File: src/rtl/apb_pwm_gen_pkg.sv
// Shared register map, CTRL bit positions and FSM encoding for the APB PWM generator.
package apb_pwm_gen_pkg;

    // Word offsets as decoded from PADDR[4:2]
    localparam logic [2:0] REG_CTRL       = 3'd0;
    localparam logic [2:0] REG_PERIOD     = 3'd1;
    localparam logic [2:0] REG_DUTY       = 3'd2;
    localparam logic [2:0] REG_STATUS     = 3'd3;
    localparam logic [2:0] REG_COUNT      = 3'd4;
    localparam logic [2:0] REG_PERIOD_ACT = 3'd5;
    localparam logic [2:0] REG_DUTY_ACT   = 3'd6;

    localparam int CTRL_EN      = 0;
    localparam int CTRL_ONESHOT = 1;
    localparam int CTRL_POL     = 2;

    typedef enum logic {
        ST_IDLE = 1'b0,
        ST_RUN  = 1'b1
    } state_e;

endpackage

File: src/rtl/apb_pwm_gen_pwm_core.sv
// PWM counter/FSM with double-buffered period and duty; pwm_o and period_done_o lag cnt by 1 cycle.
// No backpressure: shadow values are sampled whenever pending_i is set at IDLE or at a wrap.
module pwm_core #(
    parameter int          CNT_W      = 32,
    parameter int unsigned RST_PERIOD = 2000000,
    parameter int unsigned RST_DUTY   = 150000
) (
    input  logic             clk_i,
    input  logic             rst_ni,
    input  logic             en_i,
    input  logic             oneshot_i,
    input  logic             pol_i,
    input  logic             pending_i,
    input  logic [CNT_W-1:0] period_sh_i,
    input  logic [CNT_W-1:0] duty_sh_i,
    output logic             running_o,
    output logic             load_ack_o,
    output logic             en_clr_o,
    output logic [CNT_W-1:0] cnt_o,
    output logic [CNT_W-1:0] period_act_o,
    output logic [CNT_W-1:0] duty_act_o,
    output logic             pwm_o,
    output logic             period_done_o
);
    import apb_pwm_gen_pkg::*;

    localparam logic [CNT_W-1:0] CNT_ONE = {{(CNT_W-1){1'b0}}, 1'b1};

    state_e           state_q;
    logic [CNT_W-1:0] cnt_q;
    logic [CNT_W-1:0] period_q;
    logic [CNT_W-1:0] duty_q;
    logic             pwm_q;
    logic             pd_q;

    logic wrap;
    logic level_d;

    // A zero period wraps every cycle so the counter can never run away
    assign wrap = (state_q == ST_RUN) &&
                  ((period_q == '0) || (cnt_q == period_q - CNT_ONE));

    assign level_d = (state_q == ST_RUN)
                   ? (((period_q != '0) && (cnt_q < duty_q)) ^ pol_i)
                   : pol_i;

    assign load_ack_o = pending_i && ((state_q == ST_IDLE) || wrap);
    assign en_clr_o   = wrap && oneshot_i;

    always_ff @(posedge clk_i or negedge rst_ni) begin
        if (!rst_ni) begin
            state_q  <= ST_IDLE;
            cnt_q    <= '0;
            period_q <= CNT_W'(RST_PERIOD);
            duty_q   <= CNT_W'(RST_DUTY);
            pwm_q    <= 1'b0;
            pd_q     <= 1'b0;
        end else begin
            pwm_q <= level_d;
            pd_q  <= wrap;
            if (load_ack_o) begin
                period_q <= period_sh_i;
                duty_q   <= duty_sh_i;
            end
            case (state_q)
                ST_IDLE: begin
                    cnt_q <= '0;
                    if (en_i && (period_q != '0)) begin
                        state_q <= ST_RUN;
                    end
                end
                ST_RUN: begin
                    if (wrap) begin
                        cnt_q <= '0;
                        if (oneshot_i || !en_i) begin
                            state_q <= ST_IDLE;
                        end
                    end else begin
                        cnt_q <= cnt_q + CNT_ONE;
                    end
                end
                default: state_q <= ST_IDLE;
            endcase
        end
    end

    assign running_o     = (state_q == ST_RUN);
    assign cnt_o         = cnt_q;
    assign period_act_o  = period_q;
    assign duty_act_o    = duty_q;
    assign pwm_o         = pwm_q;
    assign period_done_o = pd_q;

endmodule

File: src/rtl/apb_pwm_gen.sv
// APB3 PWM generator: register decode, CTRL and shadow registers around pwm_core.
// Zero-wait-state APB (PREADY tied 1); pwm_out/period_done registered, 1 cycle after the counter.
module apb_pwm_gen #(
    parameter int          CNT_W      = 32,
    parameter int unsigned RST_PERIOD = 2000000,
    parameter int unsigned RST_DUTY   = 150000
) (
    input  logic        PCLK,
    input  logic        PRESERN,
    input  logic        PSEL,
    input  logic        PENABLE,
    input  logic        PWRITE,
    input  logic [31:0] PADDR,
    input  logic [31:0] PWDATA,
    output logic [31:0] PRDATA,
    output logic        PREADY,
    output logic        PSLVERR,
    output logic        pwm_out,
    output logic        period_done
);
    import apb_pwm_gen_pkg::*;

    logic [2:0]       ctrl_q, ctrl_d;
    logic [CNT_W-1:0] period_sh_q, period_sh_d;
    logic [CNT_W-1:0] duty_sh_q, duty_sh_d;
    logic             pending_q, pending_d;

    logic             wr_en;
    logic [2:0]       reg_sel;
    logic             running;
    logic             load_ack;
    logic             en_clr;
    logic [CNT_W-1:0] cnt;
    logic [CNT_W-1:0] period_act;
    logic [CNT_W-1:0] duty_act;
    logic             unused_paddr;

    assign wr_en        = PSEL & PENABLE & PWRITE;
    assign reg_sel      = PADDR[4:2];
    assign unused_paddr = ^{PADDR[31:5], PADDR[1:0]};
    assign PREADY       = 1'b1;
    assign PSLVERR      = 1'b0;

    // A shadow write on the same cycle as a load wins, so the new value waits for the next boundary
    always_comb begin
        ctrl_d      = ctrl_q;
        period_sh_d = period_sh_q;
        duty_sh_d   = duty_sh_q;
        pending_d   = pending_q;
        if (load_ack) begin
            pending_d = 1'b0;
        end
        if (en_clr) begin
            ctrl_d[CTRL_EN] = 1'b0;
        end
        if (wr_en) begin
            case (reg_sel)
                REG_CTRL:   ctrl_d = PWDATA[2:0];
                REG_PERIOD: begin
                    period_sh_d = PWDATA[CNT_W-1:0];
                    pending_d   = 1'b1;
                end
                REG_DUTY: begin
                    duty_sh_d = PWDATA[CNT_W-1:0];
                    pending_d = 1'b1;
                end
                default: ;
            endcase
        end
    end

    always_ff @(posedge PCLK or negedge PRESERN) begin
        if (!PRESERN) begin
            ctrl_q      <= '0;
            period_sh_q <= CNT_W'(RST_PERIOD);
            duty_sh_q   <= CNT_W'(RST_DUTY);
            pending_q   <= 1'b0;
        end else begin
            ctrl_q      <= ctrl_d;
            period_sh_q <= period_sh_d;
            duty_sh_q   <= duty_sh_d;
            pending_q   <= pending_d;
        end
    end

    always_comb begin
        PRDATA = '0;
        if (PSEL && !PWRITE) begin
            case (reg_sel)
                REG_CTRL:       PRDATA = {29'd0, ctrl_q};
                REG_PERIOD:     PRDATA = 32'(period_sh_q);
                REG_DUTY:       PRDATA = 32'(duty_sh_q);
                REG_STATUS:     PRDATA = {30'd0, pending_q, running};
                REG_COUNT:      PRDATA = 32'(cnt);
                REG_PERIOD_ACT: PRDATA = 32'(period_act);
                REG_DUTY_ACT:   PRDATA = 32'(duty_act);
                default:        PRDATA = '0;
            endcase
        end
    end

    pwm_core #(
        .CNT_W      (CNT_W),
        .RST_PERIOD (RST_PERIOD),
        .RST_DUTY   (RST_DUTY)
    ) u_core (
        .clk_i         (PCLK),
        .rst_ni        (PRESERN),
        .en_i          (ctrl_q[CTRL_EN]),
        .oneshot_i     (ctrl_q[CTRL_ONESHOT]),
        .pol_i         (ctrl_q[CTRL_POL]),
        .pending_i     (pending_q),
        .period_sh_i   (period_sh_q),
        .duty_sh_i     (duty_sh_q),
        .running_o     (running),
        .load_ack_o    (load_ack),
        .en_clr_o      (en_clr),
        .cnt_o         (cnt),
        .period_act_o  (period_act),
        .duty_act_o    (duty_act),
        .pwm_o         (pwm_out),
        .period_done_o (period_done)
    );

endmodule
File: config.mk
export PLATFORM = sky130hd
export DESIGN_NAME = apb_pwm_gen
export DESIGN_NICKNAME = d
export VERILOG_FILES = /design/src/rtl/apb_pwm_gen_pkg.sv /design/src/rtl/apb_pwm_gen_pwm_core.sv /design/src/rtl/apb_pwm_gen.sv
export SDC_FILE = /design/constraint.sdc
export NUM_CORES = 1
export LEC_CHECK = 0
export ABC_AREA = 1
export BUFFER_PORTS_ARGS = -buffer_cell sky130_fd_sc_hd__buf_4
export CAP_MARGIN = 25
export CORE_MARGIN = 3
export CORE_UTILIZATION = 60
export CTS_CLUSTER_DIAMETER = 40
export DETAILED_ROUTE_END_ITERATION = 12
export PLACE_DENSITY = 0.85
export SLEW_MARGIN = 20
export SYNTH_ARGS = -nofsm -noshare
export SYNTH_HDL_FRONTEND = slang
export SYNTH_SLANG_ARGS = --single-unit
File: constraint.sdc
create_clock -name PCLK -period 3.9 [get_ports PCLK]
set_input_delay 0.585 -clock PCLK [delete_from_list [all_inputs] [get_ports PCLK]]
set_output_delay 0.585 -clock PCLK [all_outputs]
set_load 0.02 [all_outputs]
---- After elaboration in Yosys (flattened, before gate mapping) ----
Cells that the tools add are included.
Widths: inputs -> output; s select.
cells by class
  add/subtract/negate cells ............... 2
  bitwise gates (word level) .............. 4
  reductions and logical operators ........ 18
  order comparisons ....................... 1
  equal/unequal tests ..................... 7
  multiplexer cells ....................... 15
operators with widths
  operator               number
  $pmux 32 s7            1
  $mux 32                2
  $pmux 32 s2            1
  $add 32x1->32 const B  1
  $eq 32x32->1           1
  $logic_not 32->1       1
  $lt 32x32->1           1
  $reduce_bool 32->1     1
  $sub 32x1->32 const B  1
  $mux 1                 10
  $eq 3x3->1 const B     3
  $eq 3x2->1 const B     2
  $logic_and 1x1->1      6
  $reduce_and 2->1       3
  $eq 3x1->1 const B     1
  $logic_not 3->1        1
  $logic_or 1x1->1       3
  $and 1x1->1            2
  $logic_not 1->1        2
  $pmux 1 s2             1
  $reduce_or 2->1        1
  $not 1->1              1
  $xor 1x1->1            1
storage, ports and cells
  logic and storage cells ................. 58
  register bits ........................... 167
  output and inout bits ................... 36

---- Logic depth before layout (Yosys ltp) ----
Gate-level depths: netlist (run 1).
  depth in word-level cells ............... 9
  gate-level depth with buffers ........... 21

---- Modules after synthesis ----
From an unflattened synthesis (run 1), not the netlist that was laid out.
unflattened totals
  cells, all modules ...................... 1522
  area total of the unflattened synthesis .. 10681.5 µm²
modules (own cells, without submodules)
  module       area an instance (µm²)  cells an instance  times used
  pwm_core     6543.8                  917                1
  apb_pwm_gen  4137.7                  605                1

---- Least setup slack after synthesis (run 1) ----
Ideal clock, no wire load.
  path kind ............................... input -> output
  start point ............................. input PADDR[4]
  end point ............................... output PRDATA[6]
  stages .................................. 7
  arrival time ............................ 2014 ps
  setup slack ............................. 1301 ps
  cells stage by stage .................... clkbuf_1 -> nor3_1 -> clkbuf_1 -> nand2_1 -> o21ai_0 -> a211oi_1 -> nor2_1
on the way
  longest elaborated chain between the ends .. 3
  elaborated cells between the ends (all ways) .. 9
  those cells by class .................... eq/ne (6); mux (2); reduce/logical (1)
RTL lines
  element                                   line               text
  start, declared                           apb_pwm_gen.sv:13  input logic [31:0] PADDR,
  $eq 3x3->1, or another cell as far along  apb_pwm_gen.sv:89  case (reg_sel)
  $pmux 32 s7 (*)                           apb_pwm_gen.sv:89
  $mux 32 (*)                               apb_pwm_gen.sv:88  if (PSEL && !PWRITE) begin
  end, declared                             apb_pwm_gen.sv:15  output logic [31:0] PRDATA,
Every way passes the cells marked *; elsewhere a longest branch is shown, timed or not.

---- Worst setup path in the final report (run 1) ----
  start point ............................. register u_core.period_q[0], in the netlist u_core.period_act_o[0]
  end point ............................... register u_core.duty_q[29], in the netlist u_core.duty_act_o[29]
on the way
  longest elaborated chain between the ends .. 6
  elaborated cells between the ends (all ways) .. 7
  those cells by class .................... add/sub (1); eq/ne (1); reduce/logical (5)
RTL lines
  element                 line                        text
  start, declared         apb_pwm_gen_pwm_core.sv:31  logic [CNT_W-1:0] period_q;
  start signal, assigned  apb_pwm_gen_pwm_core.sv:54  period_q <= CNT_W'(RST_PERIOD);
  start signal, assigned  apb_pwm_gen_pwm_core.sv:62  period_q <= period_sh_i;
  $sub 32x1->32           apb_pwm_gen_pwm_core.sv:41  ((period_q == '0) || (cnt_q == period_q - CNT_ONE));
  $eq 32x32->1            apb_pwm_gen_pwm_core.sv:41
  $logic_or 1x1->1 (*)    apb_pwm_gen_pwm_core.sv:41
  $logic_and 1x1->1 (*)   apb_pwm_gen_pwm_core.sv:40  assign wrap = (state_q == ST_RUN) &&
  $logic_or 1x1->1 (*)    apb_pwm_gen_pwm_core.sv:47  assign load_ack_o = pending_i && ((state_q == ST_IDLE) || wrap);
  $logic_and 1x1->1 (*)   apb_pwm_gen_pwm_core.sv:47
  end signal, assigned    apb_pwm_gen_pwm_core.sv:55  duty_q <= CNT_W'(RST_DUTY);
  end signal, assigned    apb_pwm_gen_pwm_core.sv:63  duty_q <= duty_sh_i;
  end, declared           apb_pwm_gen_pwm_core.sv:32  logic [CNT_W-1:0] duty_q;
Marked as above.
A chain may end at the register's enable or synchronous reset.

==> reports/qor.yml, run 1 <==
placed_design:
  dp_hpwl_um: 19000
  dpl_worst_slack_ns: 0.700
  finalWeightedCongestion: 0.968
  dpl_cell_area_um2: 11000
  io_buffers: 73
sta:
  finalCriticalPeriod_ns: 3.28
  hold_viol_final: 0
  tightestPinTransition_ns: 0.931
  fmax_mhz: 305
  rsz0062_at_grt: "no"
  skew_ns: 0.0123
  post-route-period-util: 0.842
  fin_ws_ns: 0.617
  slew_violations: 0
  tns_ns: 0
  slew_headroom: 0.379
  setup_viol: 0
synthesis:
  ys_seq_elements: 167
  synth_edf_count: 0
  synth_nets: 1528
  synth_cell_types: 41
  ys.flop_type: "dfrtp_1"
  syn_area_um2: 10300
  synthTopCellsByArea: "dfrtp_1 33%, nand2_1 15%, dfstp_2 7.7%"
  yosysWarnings: 0
  yosysMostFrequentCell: "nand2_1"
  ys_seq_area_frac: 0.410
  synth_common_cells: "404 x nand2_1, 180 x inv_1, 143 x nor2_1"
  synth_top_area_cell: "dfrtp_1"
  synth_top_area_share: 0.333
  syn_inst: 1425
  synth.avg_cell_area_um2: 7.22
  async_reset_ff_frac: 1.00
worst_setup_path:
  r2r_cells: 17
  crit_fanout: 64
  end_kind: "flip-flop"
  cp_common_cell: "nand2_1"
  startpoint_type: "flip-flop"
  critPathRequiredTime_ns: 4.22
  critPathArrivalTime_ns: 3.60
  worst_path_dominant_cell_family: "simple AND/OR/NAND/NOR gates"
  cp_slowest_cell: "nand2_4"
  crit_buf_inv: 1
  worstPathCellList: "inv_2 > ha_1 > nand2_2 > nor2_4 > nand2_1 > nor2_1 > nand2_1 > nand3_1 > nand2_1 > nor2_1 > nand2_1 > nor2_1 > nand2_2 > nand3_4 > nand2_4 > nand2_1 > nand2_1"
  crit_cells: 17
  crit_path_max_incr_delay_ns: 0.49
  crit_type: "reg -> reg"
job:
  maxCapViolCount: 0
drt:
  avgRoutedWirePerCell_um: 16.3
  drt_iter0_drc: 952
  ant_nets: 0
  wirelength_um: 27800
  dr.pass1.iters: 6
  via_count: 9817
  drc: 0
  viasPerCell: 5.75
global_route:
  grt_use_total: 0.311
  gr-total-overflow: 0
  grt_max_degree: 97
  grt_pass1_wl_um: 46800
  grt_pass1_vias: 9598
  antenna_found_initial: 0
power:
  power_switching_mw: 3.11
  combPwrFrac: 0.408
  power.internal_mw: 4.15
  p_leak_nw: 5.74
  power_mw: 7.26
  seqPwrFrac: 0.352
  clock_power_share: 0.240
  ir_drop_uv: 482
  switching_share: 0.429
  pwr_density_cell_nw_per_um2: 626
floorplanning:
  io_pins: 105
  fp.coreArea_um2: 16700
  rows: 47
  dieArea_um2: 18800
  die-width_um: 137
  start_util: 0.616
  die_y_um: 137
clock_network:
  clock_path_buffers: 2
  clock_latency_ns: 0.44
  cts-resized-gates: 0
  post_cts_buffers: 0
  cts_tree: "yes"
  hold_buffers: 0
  cts.sinks: 167
  clk_pin_slew_ns: 0.07
  cts_root_buffer: "clkbuf_16"
  htree_levels: 4
  cts_buffers: 17
cells_and_area:
  antennaDiodeCount: 0
  area_delta_synth_final_pct: 12.8
  nNetsFinal: 1576
  drive_above_1_share: 0.127
  fin_area_um2: 11600
hold_path:
  hold_class: "in -> async"
run_status:
  outcome: "complete, no violations"
==> registers in the layout, summed over array words and instances, names as in the netlist, 3 cells and up <==
signal	cells
ctrl_q	3
duty_sh_q	32
u_core.period_act_o	32
period_sh_q	32
u_core.duty_act_o	32
u_core.cnt_o	32
==> worst register-to-register path: cells and delay by family, from the launching register on <==
family                   cells  cell delay (ns)
adder cells (fa/ha/maj)      1             0.25
flip-flops                   1             0.42
buffers and inverters        1             0.11
AND/OR/NAND/NOR             15             2.39
==> layout make-up <==
cell class / instances / area, um^2
multi-input combinational: 1016 / 5140
fill: 1407 / 5100
sequential: 167 / 4220
inverter: 186 / 698
timing repair buffer: 85 / 667
clock buffer: 23 / 488
tap: 220 / 275
clock inverter: 9 / 119
==> per-stage QoR <==
step           hold WS, ns   util  std cells
4_1_cts              0.280  0.694       1706
3_5_place_dp         0.455  0.658       1674
2_1_floorplan        0.289      -       1425
5_1_grt              0.291  0.695       1706
6_report             0.224  0.695       1706
3_3_place_gp         0.449  0.658       1674
==> layout by cell type (no fill, tap or decap), drive strengths merged, types with 24 or more instances in the layout <==
| cell | Yosys | layout |
|---|---|---|
| nand2 | 410 | 410 |
| dfstp | 30 | 30 |
| xor2 | 26 | 26 |
| dfrtp | 137 | 137 |
| a21oi | 24 | 24 |
| a211oi | 28 | 28 |
| nor2 | 155 | 155 |
| nand3 | 112 | 112 |
| o22ai | 33 | 33 |
| buf | 20 | 85 |
| inv | 184 | 184 |
| ha | 34 | 34 |
| o21ai | 124 | 124 |
==> final timing paths <==
kind	start	to	slack, ns
max	u_core.period_act_o[0]$_DFFE_PN0P_	u_core.duty_act_o[29]$_DFFE_PN0P_	0.62
min	PRESERN	u_core.duty_act_o[9]$_DFFE_PN0P_	0.22
max reg2reg	u_core.period_act_o[0]$_DFFE_PN0P_	u_core.duty_act_o[29]$_DFFE_PN0P_	0.62
min reg2reg	u_core.duty_act_o[14]$_DFFE_PN1P_	u_core.duty_act_o[14]$_DFFE_PN1P_	0.46
max in group asynchronous	PRESERN	u_core.period_act_o[19]$_DFFE_PN1P_	2.75
min in group PCLK	PWDATA[0]	ctrl_q[0]$_DFF_PN0_	0.38
==> power groups by stage <==
stage               Sequential (mW)  Clock, mW  Combinational [mW]
floorplan                      2.45          0                2.23
global placement               2.55          0                2.82
detailed placement             2.56          0                2.90
CTS                            2.54       1.75                2.94
global route                   2.60       1.82                3.37
finish                         2.55       1.74                2.96
==> layer usage <==
metal	global-route usage	share of wire	vias up
met4	0.0965	0.023	0
li1	-	-	4681
met1	0.421	0.44	4677
met2	0.504	0.47	404
met3	0.0662	0.074	55
met5	0	0	-
==> kinds of logic (layout without fill, tap and decap cells) <==
family / count (synthesis) / after routing / share of synthesized area
buf+inv: 242 / 303 / 0.0933
compound gates: 220 / 220 / 0.120
flops: 167 / 167 / 0.410
xor+xnor: 38 / 38 / 0.0323
simple gates: 722 / 722 / 0.302
other cells: 2 / 2 / 0.000730
fa+ha+maj: 34 / 34 / 0.0413
(Power assumes the default switching activity.)
==> run 2, diff against run 1 <==
- clock period: 3.9 -> 3.1 ns (I/O delays scaled with it)
==> reports/qor.yml, run 2 (same netlist as run 1, synthesis figures left out) <==
cells_and_area:
  area_delta_synth_final_pct: 14.5
  mostFrequentLayoutCell: "nand2_1"
  antennaDiodeCount: 0  # unchanged
  finish.utilization: 0.705  # +0.0104
  fin_area_um2: 11800  # +1.5%
  final_cell_mix: "402 x nand2_1, 180 x inv_1, 143 x nor2_1"
  nNetsFinal: 1590  # +0.89%
  drive_above_1_share: 0.137  # +0.0101
run_status:
  outcome: "complete, no violations"
placed_design:
  dp_hpwl_um: 19400  # +2.1%
  dpl_cell_area_um2: 11100  # +0.91%
  io_buffers: 73  # unchanged
  finalWeightedCongestion: 0.967  # about the same
floorplanning:
  fp.coreArea_um2: 16700  # unchanged
  die-width_um: 137  # unchanged
  io_pins: 105  # unchanged
  dieArea_um2: 18800  # unchanged
  die_y_um: 137  # unchanged
  rows: 47  # unchanged
  start_util: 0.616  # unchanged
worst_setup_path:
  crit_fanout: 24  # -63%
  critPathArrivalTime_ns: 3.20  # -0.40 ns
  crit_type: "reg -> reg"
  startpoint_type: "flip-flop"
  critPathRequiredTime_ns: 3.44  # -0.78 ns
  end_kind: "flip-flop"
  r2r_cells: 20  # +3
  r2r_setup_slack_ns: 0.23  # -0.38 ns
clock_network:
  cts_root_buffer: "clkbuf_16"
  clk_pin_slew_ns: 0.07  # about the same
  cts.sinks: 167  # unchanged
  cts_buffers: 17  # unchanged
  cts_tree: "yes"
  htree_levels: 4  # unchanged
  clock_latency_ns: 0.44  # about the same
  hold_buffers: 0  # unchanged
  clock_path_buffers: 2  # unchanged
sta:
  hold_viol_final: 0  # unchanged
  slew_violations: 0  # unchanged
  tightestPinTransition_ns: 0.682  # -0.249 ns
  fmax_mhz: 349  # +15%
  post-route-period-util: 0.924  # +0.0824
  setup_viol: 0  # unchanged
  slew_headroom: 0.545  # +0.165
  skew_ns: 0.00910  # -0.00319 ns
  finalCriticalPeriod_ns: 2.87  # -0.418 ns
power:
  p_leak_nw: 5.80  # +1.0%
  ir_drop_uv: 647  # +34%
  pwr_density_cell_nw_per_um2: 797  # +27%
  power_mw: 9.38  # +29%
global_route:
  antenna_found_initial: 0  # unchanged
  grt_use_total: 0.305  # -0.00575
  grt_pass1_wl_um: 46100  # -1.6%
  gr-total-overflow: 0  # unchanged
  grt_pass1_vias: 9574  # -0.25%
  grt_max_degree: 67  # -31%
drt:
  via_count: 9999  # +1.9%
  avgRoutedWirePerCell_um: 16.6  # +1.9%
  drc: 0  # unchanged
  ant_nets: 0  # unchanged
  wirelength_um: 28600  # +2.8%
  drt_iter0_drc: 1027  # +7.9%
  viasPerCell: 5.81  # +1.0%
  dr.pass1.iters: 9  # +3
job:
  maxCapViolCount: 0  # unchanged
hold_path:
  hold_class: "in -> async"
run 2: layout make-up:
class | instances | area, um^2
multi-input cells | 1016 | 5140
fillers | 1368 | 4920
flip-flops and latches | 167 | 4220
repair buffers | 99 | 826
inverters | 186 | 698
clock buffers | 17 | 425
well taps | 220 | 275
clock inverters | 15 | 193
run 2: worst max-delay path: stages (launching register included):
cell      delay (ns)
dfrtp_1         0.42
inv_2           0.11
ha_1            0.23
nand2_2         0.13
nor2_2          0.15
nand2_1         0.18
nand2_1         0.11
nand2_1         0.06
clkinv_1        0.05
nand2_1         0.07
nor2_1          0.14
nand2_1         0.07
nor2_1          0.08
nand2_1         0.06
nor2_2          0.11
nand2_2         0.11
nand3_4         0.14
nand2_8         0.15
buf_16          0.23
nand2_1         0.09
nand2_1         0.06
run 2: layer usage:
layer  up-vias  global-route usage  share of wire
li1       4709                   -              -
met2       474               0.494           0.47
met5         -                   0              0
met1      4737               0.412           0.43
met3        79              0.0540          0.079
met4         0               0.114          0.026
run 2: final timing paths:
path,start,endpoint
setup / recovery,u_core.period_act_o[0]$_DFFE_PN0P_,u_core.period_act_o[8]$_DFFE_PN0P_
min in group PCLK,PWDATA[0],ctrl_q[0]$_DFF_PN0_
hold reg to reg,u_core.duty_act_o[8]$_DFFE_PN1P_,u_core.duty_act_o[8]$_DFFE_PN1P_
setup reg to reg,u_core.period_act_o[0]$_DFFE_PN0P_,u_core.period_act_o[8]$_DFFE_PN0P_
hold / removal,PRESERN,u_core.period_act_o[8]$_DFFE_PN0P_
max in group asynchronous,PRESERN,u_core.duty_act_o[5]$_DFFE_PN1P_
run 2: what timing repair did:
action | in CTS | in global routing
endpoints found under the setup margin | 0 | 49
resized for setup | 0 | 3
buffers inserted | 0 | 2
run 2: power by group:
group / switching, mW / internal (mW) / leakage (nW)
Clock: 0.972 / 1.29 / 0.294
Combinational: 2.58 / 1.32 / 3.37
Sequential: 0.511 / 2.71 / 2.14
Total: 4.06 / 5.32 / 5.80
run 2: metrics by stage:
step	hold WS, ns	instances	TNS (ns)	setup slack [ns]
2_1_floorplan	0.169	1425	0	0.741
3_3_place_gp	0.449	1684	0	0.337
3_5_place_dp	0.455	1684	0	0.245
4_1_cts	0.0432	1716	0	0.204
5_1_grt	0.0705	1720	-0.0217	-0.0137
6_report	0.0223	1720	0	0.235
